File: src/rtl/uart_rx_frame.sv
// uart_rx_frame: UART receive deframer driven by an external baud generator.
// Samples rx on the generator's mid-bit strobe, realigns the generator on every
// start edge, and presents each good byte under a valid/ack handshake with
// frame-error, parity-error and sticky overrun flags.
// Optional feature macro: UART_RX_PARITY_EN (even parity bit before the stop bit).
module uart_rx_frame #(
    parameter int DATA_BITS   = 8,
    parameter int SYNC_STAGES = 2
) (
    input  logic                 clk,
    input  logic                 rst,
    input  logic                 rx,
    input  logic                 sample_tick,
    output logic                 baud_en,
    output logic                 baud_clr,
    output logic [DATA_BITS-1:0] rx_data,
    output logic                 rx_valid,
    input  logic                 rx_ack,
    output logic                 frame_err,
    output logic                 overrun,
    output logic                 parity_err,
    output logic                 busy
);

    typedef enum logic [2:0] {
        IDLE,
        START,
        DATA,
`ifdef UART_RX_PARITY_EN
        PARITY,
`endif
        STOP
    } state_t;

    state_t                 state;
    logic [SYNC_STAGES-1:0] sync_q;
    logic                   rx_s;
    logic                   rx_p;
    logic                   fall;
    logic [3:0]             bit_cnt;
    logic [DATA_BITS-1:0]   shift_q;

`ifdef UART_RX_PARITY_EN
    logic                   par_bit;

    // Even parity: the received bit must equal the XOR of the data bits.
    function automatic logic parity_mismatch(input logic [DATA_BITS-1:0] d, input logic p);
        return p != (^d);
    endfunction
`endif

    assign rx_s = sync_q[SYNC_STAGES-1];
    assign fall = rx_p & ~rx_s;
    assign busy = (state != IDLE);

    // Metastability synchronizer plus one-cycle history for edge detection; idle level is 1.
    always_ff @(posedge clk) begin
        if (rst) begin
            sync_q <= '1;
            rx_p   <= 1'b1;
        end else begin
            sync_q <= {sync_q[SYNC_STAGES-2:0], rx};
            rx_p   <= rx_s;
        end
    end

    // Shift register only fills during DATA; its contents are don't-care outside a frame.
    always_ff @(posedge clk) begin
        if (state == DATA && sample_tick)
            shift_q <= {rx_s, shift_q[DATA_BITS-1:1]};
`ifdef UART_RX_PARITY_EN
        if (state == PARITY && sample_tick)
            par_bit <= rx_s;
`endif
    end

    // Frame state machine with registered handshake and status outputs.
    always_ff @(posedge clk) begin
        if (rst) begin
            state      <= IDLE;
            rx_data    <= '0;
            rx_valid   <= 1'b0;
            frame_err  <= 1'b0;
            overrun    <= 1'b0;
            baud_en    <= 1'b0;
            baud_clr   <= 1'b0;
            bit_cnt    <= '0;
`ifdef UART_RX_PARITY_EN
            parity_err <= 1'b0;
`endif
        end else begin
            baud_clr   <= 1'b0;
            frame_err  <= 1'b0;
`ifdef UART_RX_PARITY_EN
            parity_err <= 1'b0;
`endif
            // Ack clears first; a completion in the same cycle overrides it below.
            if (rx_ack && rx_valid)
                rx_valid <= 1'b0;

            case (state)
                IDLE: begin
                    if (fall) begin
                        baud_clr <= 1'b1;
                        baud_en  <= 1'b1;
                        state    <= START;
                    end
                end
                START: begin
                    if (sample_tick) begin
                        if (rx_s) begin
                            baud_en <= 1'b0;
                            state   <= IDLE;
                        end else begin
                            bit_cnt <= '0;
                            state   <= DATA;
                        end
                    end
                end
                DATA: begin
                    if (sample_tick) begin
                        bit_cnt <= bit_cnt + 4'd1;
                        if (bit_cnt == 4'(DATA_BITS - 1)) begin
`ifdef UART_RX_PARITY_EN
                            state <= PARITY;
`else
                            state <= STOP;
`endif
                        end
                    end
                end
`ifdef UART_RX_PARITY_EN
                PARITY: begin
                    if (sample_tick)
                        state <= STOP;
                end
`endif
                STOP: begin
                    if (sample_tick) begin
                        baud_en <= 1'b0;
                        state   <= IDLE;
                        if (rx_s) begin
                            rx_data  <= shift_q;
                            rx_valid <= 1'b1;
                            if (rx_valid && !rx_ack)
                                overrun <= 1'b1;
                        end else begin
                            frame_err <= 1'b1;
                        end
`ifdef UART_RX_PARITY_EN
                        parity_err <= parity_mismatch(shift_q, par_bit);
`endif
                    end
                end
                default: state <= IDLE;
            endcase
        end
    end

`ifndef UART_RX_PARITY_EN
    assign parity_err = 1'b0;
`endif

endmodule

File: config.mk
export PLATFORM = sky130hd
export DESIGN_NAME = uart_rx_frame
export DESIGN_NICKNAME = d
export VERILOG_FILES = /design/src/rtl/uart_rx_frame.sv
export SDC_FILE = /design/constraint.sdc
export NUM_CORES = 1
export LEC_CHECK = 0
export ABC_AREA = 0
export CAP_MARGIN = 20
export CORE_AREA = 2 2 60 62
export DETAILED_ROUTE_END_ITERATION = 10
export DIE_AREA = 0 0 62 64
export PLACE_DENSITY = 0.62
export SLEW_MARGIN = 0
export SYNTH_ARGS = -nofsm -noshare
export SYNTH_HDL_FRONTEND = slang
export SYNTH_SLANG_ARGS = --single-unit
File: constraint.sdc
create_clock -name clk -period 1.5 [get_ports clk]
set_input_delay 0.3 -clock clk [delete_from_list [all_inputs] [get_ports clk]]
set_output_delay 0.3 -clock clk [all_outputs]
set_load 0.02 [all_outputs]
==> out/metrics.yaml, run 1 <==
status: "complete, no violations"
critPathMaxFanout: 2
cp.arrival_ps: 1090
synth.distinct_cells: 33
yosys_warnings: 0
synth_top_area_cell: "dfxtp_1"
setup_slack_ps: 111
nFillCells: 329
overflow: 0
worstHoldStart: "sync_q[0]"
grt_max_degree: 16
crit_type: "reg -> out"
nNetsFinal: 141
place.gp.congestion: 0.761
worstReg2RegStart: "state[1]"
setup_viol_count_final: 0
grt_use_total_pct: 12.1
netlist_instances: 108
clk_pin_slew_ps: 80
cts_root_buf: "clkbuf_4"
syn_nets: 114
clock_sinks: 30
fin_hold_ws_ps: 416
die_h_microns: 64
layout_min_cycle_time_ps: 1390
cts_buffers: 5
multi_input_area_sq_um: 393
yosysSeqAreaShare_pct: 59.8
crit_required_ps: 1200
peakVddDrop_mv: 0.467
synth.avg_cell_area_sq_um: 10.5
viasPerCell: 4.53
fmax_mhz: 720
hold_path.class: "reg -> reg"
die_area_sq_um: 3970
ys_ff_latch: 30
antenna_found_initial: 0
routed_wl_microns: 2030
dp_slack_ps: -167
slowest_stage: "dfxtp_1"
critPathLaunch: "state[1]"
grt_first_pass_wirelength_microns: 3440
seq_area_sq_um: 681
end_kind: "output port"
powerDensity_nw_per_um2: 952
antenna_cells: 0
cap_violations: 0
start_util_pct: 34.7
leakage_nw: 0.555
clock_latency_ps: 330
power_w: 0.00135
htree_levels: 2
place_area_sq_um: 1390
start_kind: "flip-flop"
finalMaxSlewViolations: 0
drt-initial-drc-count: 15
areaGrowthSynthToFinish_pct: 24.6
post_cts_buffers: 0
grt_pass1_vias: 793
wire_per_inst_microns: 11.1
hold_viol_final: 0
core.rowCount: 21
clockBufferDepth: 2
vias: 825
path_cells: "or2_2 > buf_2"
rsz0062_at_grt: "no"
drc: 0
period_share_pct: 92.6
syn_area_sq_um: 1140
port_buffers: 18
dr.pass1.iters: 4
dpl.hpwl_microns: 1470
cts_tree: "yes"
cpPeakStageDelay_ps: 310
synth_top_cell_area_share_pct: 38.7
design_area_sq_um: 1420
die_w_microns: 62
drive_gt1_share_pct: 19.1
pin_count: 20
finClkSkew_ps: 7.72
core_sq_um: 3280
synthTopCellsByArea: "dfxtp_1, edfxtp_1, nand2_1"
antenna_left: 0
## cells in the mapped netlist
cell / instances
nor2_4: 1
or4_1: 1
nand4_2: 1
o31ai_1: 1
clkbuf_1: 1
or2_2: 5
dfxtp_1: 22
a221oi_1: 1
buf_4: 3
o21a_1: 1
nand2_1: 19
a21oi_1: 14
ha_1: 1
edfxtp_1: 8
and4_2: 1
nor3_1: 1
nor2_1: 3
nand4_1: 2
o21ba_2: 1
o21ai_0: 1
a2111oi_0: 1
nand4b_1: 3
buf_6: 2
nand3b_1: 2
a31oi_1: 1
nand3_1: 3
inv_2: 1
conb_1: 1
inv_1: 2
nand4bb_1: 1
nor2b_1: 1
nand2b_1: 1
buf_2: 1
## cell type report
class,instances,area share [%]
clock buffer,6,2.91
timing repair buffer,27,16.0
inverter,3,0.794
clock inverter,2,0.617
sequential,30,48.0
tap,46,4.06
multi-input combinational,68,27.7
## power breakdown
part / total [W] / internal (W) / switching (W)
clock network: 0.000443 / 0.000175 / 0.000267
logic: 0.0000691 / 0.0000333 / 0.0000359
registers: 0.000839 / 0.000834 / 0.00000548
total: 0.00135 / 0.00104 / 0.000309
## final timing paths
check | slack [ps] | to | cells after the start
hold reg to reg | 420 | sync_q[1] | 1
setup / recovery | 110 | busy | 2
hold / removal | 420 | sync_q[1] | 1
setup reg to reg | 190 | bit_cnt[3] | 4
## kinds of logic after synthesis
| kind of cell | after synthesis | synth area share [%] |
|---|---|---|
| AO/OA/AOI/OAI | 21 | 10.9 |
| adder cells (fa/ha/maj) | 1 | 1.10 |
| buffers and inverters | 10 | 5.71 |
| flip-flops | 30 | 59.8 |
| other | 1 | 0.329 |
| AND/OR/NAND/NOR | 45 | 22.2 |
## through the flow
stage,cells,utilization [%],TNS (ps)
floorplan,108,-,0
global placement,174,42.3,-1920
detailed placement,174,42.3,-2930
CTS,182,43.2,0
global route,182,43.2,0
finish,182,43.2,0
## metal layers
layer / track usage [%] / part of all wire, % / up-vias
met3: 7.49 / 6.2 / 4
met2: 18.0 / 47 / 18
li1: - / - / 430
met4: 4.79 / 1.5 / 0
met1: 13.8 / 45 / 373
met5: 0 / 0 / -
## what timing repair did
item | CTS | global route
hold buffers | 0 | 0
endpoints found under the setup margin | 14 | 0
gates resized for setup | 17 | 0
## placed cells by master (no fill, tap or decap), types with 2 or more instances in the layout
master / Yosys / final
nand4_1: 2 / 2
dfxtp_1: 22 / 22
nand3_1: 3 / 3
clkdlybuf4s50_1: 0 / 4
clkbuf_4: 0 / 5
nor2_1: 3 / 3
or2_2: 5 / 5
nand4b_1: 3 / 3
edfxtp_1: 8 / 8
nand2_1: 19 / 19
dlygate4sd2_1: 0 / 13
buf_4: 3 / 9
nand3b_1: 2 / 2
a21oi_1: 14 / 14
inv_1: 2 / 2
## registers in the layout (all words and copies together) (netlist names)
signal / cells
frame_err: 1
rx_data: 8
overrun: 1
rx_valid: 1
bit_cnt: 4
rx_p: 1
shift_q: 8
sync_q: 2
baud_en: 1
baud_clr: 1
state: 2
## critical path: cells and delay by family (launching register included)
family	cells	cell delay, ps
buffers and inverters	1	160
flip-flops	1	310
AND/OR/NAND/NOR	1	290
(Power assumes the default switching activity.)
==> inputs of run 2 (changes only) <==
CELL_PAD_IN_SITES_DETAIL_PLACEMENT = 2   (was not set)
CELL_PAD_IN_SITES_GLOBAL_PLACEMENT = 2   (was not set)
CORE_AREA = 2 2 63 65   (was 2 2 60 62)
DIE_AREA = 0 0 65 67   (was 0 0 62 64)
PLACE_DENSITY = 0.8   (was 0.62)
==> run 2 against run 1 <==
  * Sequential power about the same
  * Combinational power is 3.5% higher
  * Wire length rose by 40%
  * Design area up 5.9%
  * Clock skew increased by 2.5 ps
  * First-iteration DRC count grew 6.7%
  * Hold slack worse by 0.90 ps
  * Critical path depth is 2 higher
  * Critical endpoint is now bit_cnt[3]
  * Largest power group is now the clock network
  * Highest routed layer unchanged
==> out/metrics.yaml, run 2 (synthesis gave the netlist of run 1 again) <==
fin_cells: 184  # +1.1%
hold_viol_final: 0  # unchanged
start_kind: "flip-flop"
antenna_left: 0  # unchanged
hold_path.class: "reg -> reg"
cts_root_buf: "clkbuf_8"
clockBufferDepth: 2  # unchanged
dr_wl_met2_microns: 1540  # +60%
cts_tree: "yes"
cpPeakStageDelay_ps: 440  # +130 ps
routed_wl_microns: 2830  # +40%
path_cells: "buf_4 > nand4_1 > or4_1 > a31oi_1"
layout_min_cycle_time_ps: 1390  # +3.58 ps
crit_type: "reg -> reg"
nNetsFinal: 141  # unchanged
clk_pin_slew_ps: 60  # -20 ps
leakage_nw: 0.592  # +6.7%
crit_required_ps: 1710  # +510 ps
cts_buffers: 5  # unchanged
status: "complete, no violations"
utilization_pct: 41.7  # -1.5 points
fmax_mhz: 718  # -0.26%
end_kind: "flip-flop"
grt_max_degree: 16  # unchanged
core_sq_um: 3610  # +9.8%
overflow: 0  # unchanged
peakVddDrop_mv: 0.782  # +67%
viasPerCell: 4.81  # +6.1%
period_share_pct: 92.8  # +0.24 points
clock_latency_ps: 300  # -30 ps
drt-initial-drc-count: 16  # +1
finalMaxSlewViolations: 0  # unchanged
top_regs: "rx_data x8, shift_q x8, bit_cnt x4"
setup_viol_count_final: 0  # unchanged
clock_sinks: 30  # unchanged
final_cell_mix: "dfxtp_1, nand2_1, a21oi_1, dlygate4sd2_1, buf_4"
dr.pass1.iters: 3  # -1
critPathMaxFanout: 12  # +10
grt_pass1_vias: 973  # +23%
dp.cells: 176  # +1.1%
drive_gt1_share_pct: 19.9  # +0.74 points
fin_hold_ws_ps: 415  # -0.902 ps
vias: 885  # +7.3%
finClkSkew_ps: 10.2  # +2.48 ps
start_util_pct: 31.6  # -3.1 points
final_common_cell: "dfxtp_1"
met3WireLength_microns: 130  # +3.2%
core.rowCount: 22  # +4.8%
dpl.hpwl_microns: 1980  # +34%
powerDensity_nw_per_um2: 1260  # +32%
die_area_sq_um: 4360  # +9.8%
power_w: 0.00189  # +40%
drc: 0  # unchanged
top_layer_used: "met4"
slowest_stage: "or4_1"
cp_top_family: "simple AND/OR/NAND/NOR gates"
met1_length_microns: 1120  # +23%
die_h_microns: 67  # +4.7%
htree_levels: 2  # unchanged
areaGrowthSynthToFinish_pct: 32.0
cp.arrival_ps: 1600  # +510 ps
place.gp.congestion: 0.701  # -7.9%
port_buffers: 18  # unchanged
antenna_cells: 0  # unchanged
cap_violations: 0  # unchanged
antenna_found_initial: 0  # unchanged
post_cts_buffers: 0  # unchanged
die_w_microns: 65  # +4.8%
wire_per_inst_microns: 15.4  # +38%
rsz0062_at_grt: "no"
grt_first_pass_wirelength_microns: 4980  # +45%
path_buf_inv: 1  # unchanged
grt_use_total_pct: 16.0  # +3.9 points
pin_count: 20  # unchanged
-- run 2: changes by cell type in the layout (fill, tap and decap cells not counted), sizes merged --
cell,before,now
buf,10,9
bufinv,0,2
clkdlybuf4s50,4,3
clkinv,2,1
dlygate4sd2,13,14
-- run 2: path summary, 6_finish.rpt --
kind                                start    endpoint  slack [ps]  cells after the start
worst max-delay path             state[1]  bit_cnt[3]         110                      4
worst min-delay path            sync_q[0]   sync_q[1]         410                      1
worst max register to register   state[1]  bit_cnt[3]         110                      4
worst min register to register  sync_q[0]   sync_q[1]         410                      1
-- run 2: what timing repair did --
| action | CTS | global route |
|---|---|---|
| endpoints found under the setup margin | 15 | 1 |
| gates cloned | 0 | 0 |
| hold buffers | 0 | 0 |
| resized for setup | 16 | 1 |
-- run 2: where the power goes --
group / leakage, nW / switching (W) / total, W / internal (W)
registers: 0.250 / 0.00000576 / 0.000840 / 0.000834
logic: 0.277 / 0.0000387 / 0.0000715 / 0.0000327
clock network: 0.0658 / 0.000319 / 0.000976 / 0.000657
-- run 2: per-layer routing --
layer / track usage (%) / vias up
met5: 0 / -
met4: 5.59 / 0
met3: 5.74 / 3
met2: 28.2 / 15
met1: 17.9 / 440
li1: - / 427
-- run 2: through the flow --
stage	worst slack, ps	area, sq um	TNS, ps
after floorplan	344	1140	0
after global placement	-192	1390	-2660
after detailed placement	-267	1390	-4280
after CTS	15.5	1510	0
after global routing	27.6	1500	0
final	107	1500	0
-- run 2: worst register-to-register path, stage by stage (launching register included) --
cell,delay [ps]
dfxtp_1,320
buf_4,200
nand4_1,170
or4_1,440
a31oi_1,190
-- run 2: final cells by class --
cell class                 count  area (sq um)
sequential                    30           681
clock buffer                   5          68.8
clock inverter                 3          63.8
multi-input combinational     68           393
tap                           48          60.1
inverter                       3          11.3
fill                         396          2100
timing repair buffer          27           225
==> inputs of run 3 (changes only) <==
TNS_END_PERCENT = 30   (was not set)
==> results of run 3 <==
Same layout as run 2: the final DEF is identical, and so are final timing and power.
==> patch 1 (flow settings as in run 1) <==
The parameter `DATA_BITS` goes from 8 to 10.
--- a/src/rtl/uart_rx_frame.sv
+++ b/src/rtl/uart_rx_frame.sv
@@ -4,7 +4,7 @@
 // frame-error, parity-error and sticky overrun flags.
 // Optional feature macro: UART_RX_PARITY_EN (even parity bit before the stop bit).
 module uart_rx_frame #(
-    parameter int DATA_BITS   = 8,
+    parameter int DATA_BITS   = 10,
     parameter int SYNC_STAGES = 2
 ) (
     input  logic                 clk,
Ports: changed (resized rx_data); port bits go from 20 to 22. No check against the original RTL was run, so the function may have changed too.
==> patch 1 against run 1 <==
Area after synthesis grew 18%. Sequential cell count grew 4. Total power grew 25%. Critical path depth shrank 1. Routed wire length grew 22%. Design area grew 15%. Core utilization grew 6.7 points. Sequential share of layout area shrank 0.30 points. Count of clock-buffer cells in the layout shrank 1. Setup slack gained 67 ps. Critical endpoint is now rx_data[1]. Highest routed layer unchanged.
==> patch 1: results (changes against run 1) <==
| Metric | Value |
|---|---|
| Reg2reg setup slack | 240 ps (+50 ps) |
| Lkg Pwr | 0.661 nW (+19%) |
| Switch share | 21.3% (-1.5 points) |
| First-pass GRT wire length | 4.13 mm (+20%) |
| Placement Cell Area | 1580 sq um (+14%) |
| Number of synthesized flops with an enable pin | 10 (+2) |
| Synth Flop Type | dfxtp_1 |
| Nets | 159 (+13%) |
| Beginning of the worst hold path | sync_q[0]$_SDFF_PP1_ |
| Share of layout cells above drive strength 1 | 14.4% (-4.7 points) |
| Fin Clk Skew | 8.83 ps (+1.11 ps) |
| Reg clk slew, reported paths | 100 ps (+20 ps) |
| Critical path arrival | 1020 ps (-70 ps) |
| Synth Area in Compound Gates | 11.5% (+0.67 points) |
| Status | completed |
| Critical Path Source | rx_data[1]$_SDFFE_PP0P_ |
| Fillers | 317 (-3.6%) |
| Post-Synth Adder-Cell Area | 1.86% (+0.76 points) |
| Post-route setup slack | 178 ps (+67.3 ps) |
| Post-Route WL | 2.47 mm (+22%) |
| Post-synthesis mux area share | 0% (unchanged) |
| Vias in the first global route | 916 (+16%) |
| Vias per cell | 4.83 (+6.5%) |
| Crit path to | rx_data[1] |
| Gpl congestion | 0.810 (+6.4%) |
| IO Port Bufs | 20 (+2) |
| Asr flop ratio synth | 0% (unchanged) |
| Antenna violations before repair | 0 (unchanged) |
| Hold_ws | 417 ps (+0.814 ps) |
| Post-synth top cells | dfxtp_1, nand2_1, a21oi_1 |
| Ant diodes | 0 (unchanged) |
| Reg2reg end | bit_cnt[3]$_SDFFE_PP0P_ |
| Post-synthesis sequential area ratio | 58.1% (-1.7 points) |
| Post-detail-place hpwl | 1.65 mm (+12%) |
| Pre-CTS WS | -169 ps (-1.53 ps) |
| Area contributors post-synth | dfxtp_1, edfxtp_1, nand2_1 |
| Largest net degree at the start of global routing | 21 (+5) |
| Syn. warnings | 0 (unchanged) |
| H-tree levels | 2 (unchanged) |
| Drt first-iter violations | 41 (+26) |
| R2r startpoint | state[1]$_SDFFE_PP0P_ |
| GRT Resource Usage Total | 14.7% (+2.6 points) |
| Clock buffer depth | 2 (unchanged) |
| Max VDD drop | 0.446 mV (-4.5%) |
| Mean Syn Cell Area | 10.4 sq um (-1.2%) |
| Synth cell types | 35 (+6.1%) |
| Top flop regs | rx_data x10, shift_q x10, bit_cnt x4 |
| Post-CTS Resized | 17 (unchanged) |
| Post-Syn Nets | 136 (+19%) |
| CP peak stage delay | 350 ps (+40 ps) |
| CP delay by family, top | flip-flops |
patch 1: cell types whose count changed in the layout (fill, tap and decap cells not counted), sizes merged, moves of 2 or more:
cell / change
dlygate4sd2: +2
and3b: +2
inv: +2
nand3b: +4
edfxtp: +2
dfxtp: +2
buf: -5
nor2: +2
nand4b: -2
nand2: +4
patch 1: cell type report:
| class | count | area, sq um | share of cell area [%] |
|---|---|---|---|
| Inverter | 5 | 18.8 | 1.15 |
| Clock buffer | 5 | 37.5 | 2.29 |
| Clock inverter | 3 | 40.0 | 2.44 |
| Sequential cell | 34 | 781 | 47.7 |
| Tap cell | 46 | 57.6 | 3.51 |
| Timing Repair Buffer | 25 | 226 | 13.8 |
| Multi-Input combinational cell | 81 | 477 | 29.1 |
patch 1: cells by family after synthesis:
kind of cell | after synthesis
other | 1
flip-flops | 34
buffers and inverters | 14
AO/OA/AOI/OAI | 24
AND/OR/NAND/NOR | 54
adder cells (fa/ha/maj) | 2
patch 1: per-stage QoR:
stage,total power [mW],instances,utilization (%)
3_3_place_gp,1.05,191,48.2
2_1_floorplan,1.02,129,-
5_1_grt,1.77,199,49.9
6_report,1.69,199,49.9
3_5_place_dp,1.05,191,48.2
4_1_cts,1.71,199,50.0
patch 1: routing by layer:
metal	part of all wire [%]	GRT usage (%)	wire length, um	up-vias
met5	0	0	0	-
met4	2.2	7.18	55	0
met3	4.5	6.07	111	6
met2	48	22.8	1180	19
met1	45	16.9	1120	444
li1	-	-	-	492
patch 1: power by group through the flow:
stage	Sequential (mW)	Clock, mW	Combinational, mW
CTS	0.952	0.682	0.0788
global route	0.954	0.735	0.0853
floorplan	0.976	0	0.0479
global placement	0.973	0	0.0789
finish	0.952	0.659	0.0776
detailed placement	0.973	0	0.0806
==> patch 2 (config.mk and constraints of run 1) <==
Without the edit above. Encoding of `state_t`: now one-hot (4 bits for 4 states).
--- a/src/rtl/uart_rx_frame.sv
+++ b/src/rtl/uart_rx_frame.sv
@@ -22,14 +22,14 @@
     output logic                 busy
 );
 
-    typedef enum logic [2:0] {
-        IDLE,
-        START,
-        DATA,
+    typedef enum logic [3:0] {
+        IDLE  = 4'b0001,
+        START = 4'b0010,
+        DATA  = 4'b0100,
 `ifdef UART_RX_PARITY_EN
         PARITY,
 `endif
-        STOP
+        STOP  = 4'b1000
     } state_t;
 
     state_t                 state;
Behaviour: same outputs for any inputs over 10 cycles, from zero or initial values and one cycle with rst high; not proved beyond that.
==> patch 2 against run 1 <==
The flow now finishes with violations (setup timing). Largest cell class unchanged. Combinational power up 11%. Area after synthesis is 13% higher. Die area unchanged. Clock skew grew 2.2 ps. First-iteration DRC count increased by 20%. Design area grew 24%. Sequential cell count up 2. Routed wire length up 23%. Setup slack worse by 270 ps. Total power grew 18%. Synthesized cell count rose by 11%. Largest power group unchanged.
==> patch 2: results (changes against run 1) <==
| Metric | Value |
|---|---|
| Gpl congestion | 0.755 (-0.76%) |
| Internal power | 1.27 mW (+22%) |
| Comb_multi_in | 75 (+10%) |
| P_comb | 0.0765 mW (+11%) |
| GRT Resource Usage Total | 13.7% (+1.6 points) |
| Post-route setup slack | -156 ps (-267 ps) |
| Final-layout clock-cell area share | 4.33% (+0.81 points) |
| PnR Total Power | 1.59 mW (+18%) |
| Area contributors post-synth | dfxtp_1, edfxtp_1, mux2i_1 |
| Post-synth top cells | dfxtp_1, nor2_1, mux2i_1 |
| Sequential cell area | 723 sq um (+6.3%) |
| Invs w/o clock | 2 (-1) |
| Nets | 158 (+12%) |
| Drt first-iter violations | 18 (+3) |
| Post-Syn Nets | 126 (+11%) |
| Worst path slowest cell | or4b_4 |
| Reg clk slew, reported paths | 100 ps (+20 ps) |
| FF+latch count, synth | 32 (+6.7%) |
| Status | complete, but fails checks |
| Setup tns final | -962 ps (-962 ps) |
| Post-detail-place hpwl | 1.64 mm (+11%) |
| Post-synthesis sequential area ratio | 56.0% (-3.8 points) |
| Non-clk buf share | 20.2% (+4.3 points) |
| Vias in the first global route | 897 (+13%) |
| Largest net degree at the start of global routing | 27 (+11) |
| CP peak stage delay | 550 ps (+240 ps) |
| First-pass GRT wire length | 3.95 mm (+15%) |
| Final setup violation count | 11 (+11) |
| Top flop regs | rx_data x8, shift_q x8 |
| Area of the multi-input gates | 541 sq um (+38%) |
| Failing checks | setup timing |
| Share of layout cells above drive strength 1 | 26.1% (+7.0 points) |
-- patch 2: path summary, 6_finish.rpt --
check / to / start / cells past startpoint / slack (ps)
max: busy / state[2]$_SDFFE_PP0P_ / 2 / -160
min reg2reg: sync_q[1]$_SDFF_PP1_ / sync_q[0]$_SDFF_PP1_ / 1 / 420
max reg2reg: baud_en$_SDFFE_PP0P_ / state[2]$_SDFFE_PP0P_ / 3 / -120
min: sync_q[1]$_SDFF_PP1_ / sync_q[0]$_SDFF_PP1_ / 1 / 420
-- patch 2: cells by family (layout without fill, tap and decap cells) --
logic type      after synthesis  in the layout  synth area share [%]
flops                        32             32                  56.0
xor+xnor                      1              1                 0.680
fa+ha+maj                     1              1                 0.972
simple gates                 46             46                  20.4
other cells                   1              1                 0.291
compound gates               17             17                  9.43
mux                           9              9                  7.00
buf+inv                      13             46                  5.25
-- patch 2: layer usage --
metal | vias to the layer above | wire length [um] | track usage (%)
met1 | 462 | 1130 | 16.8
met3 | 5 | 113 | 6.07
met4 | 0 | 46 | 5.59
met2 | 22 | 1190 | 20.6
li1 | 489 | - | -
met5 | - | 0 | 0
-- patch 2: what timing repair did --
item,4_1_cts,5_1_grt
endpoints found under the setup margin,24,14
cloned,0,1
pin swaps,2,4
buffers inserted,0,4
gates resized for setup,23,9
-- patch 2: per-stage QoR --
stage	std cells	cell area [sq um]	setup WS [ps]
6_report	199	1760	-156
5_1_grt	199	1760	-194
4_1_cts	194	1670	-176
3_5_place_dp	186	1590	-272
3_3_place_gp	186	1590	-233
2_1_floorplan	120	1290	-200
-- patch 2: worst register-to-register path: cells and delay by family (launching register included) --
kind	cells	cell delay (ps)
and+or+nand+nor	2	970
AOI/OAI and AO/OA	1	250
DFF	1	330
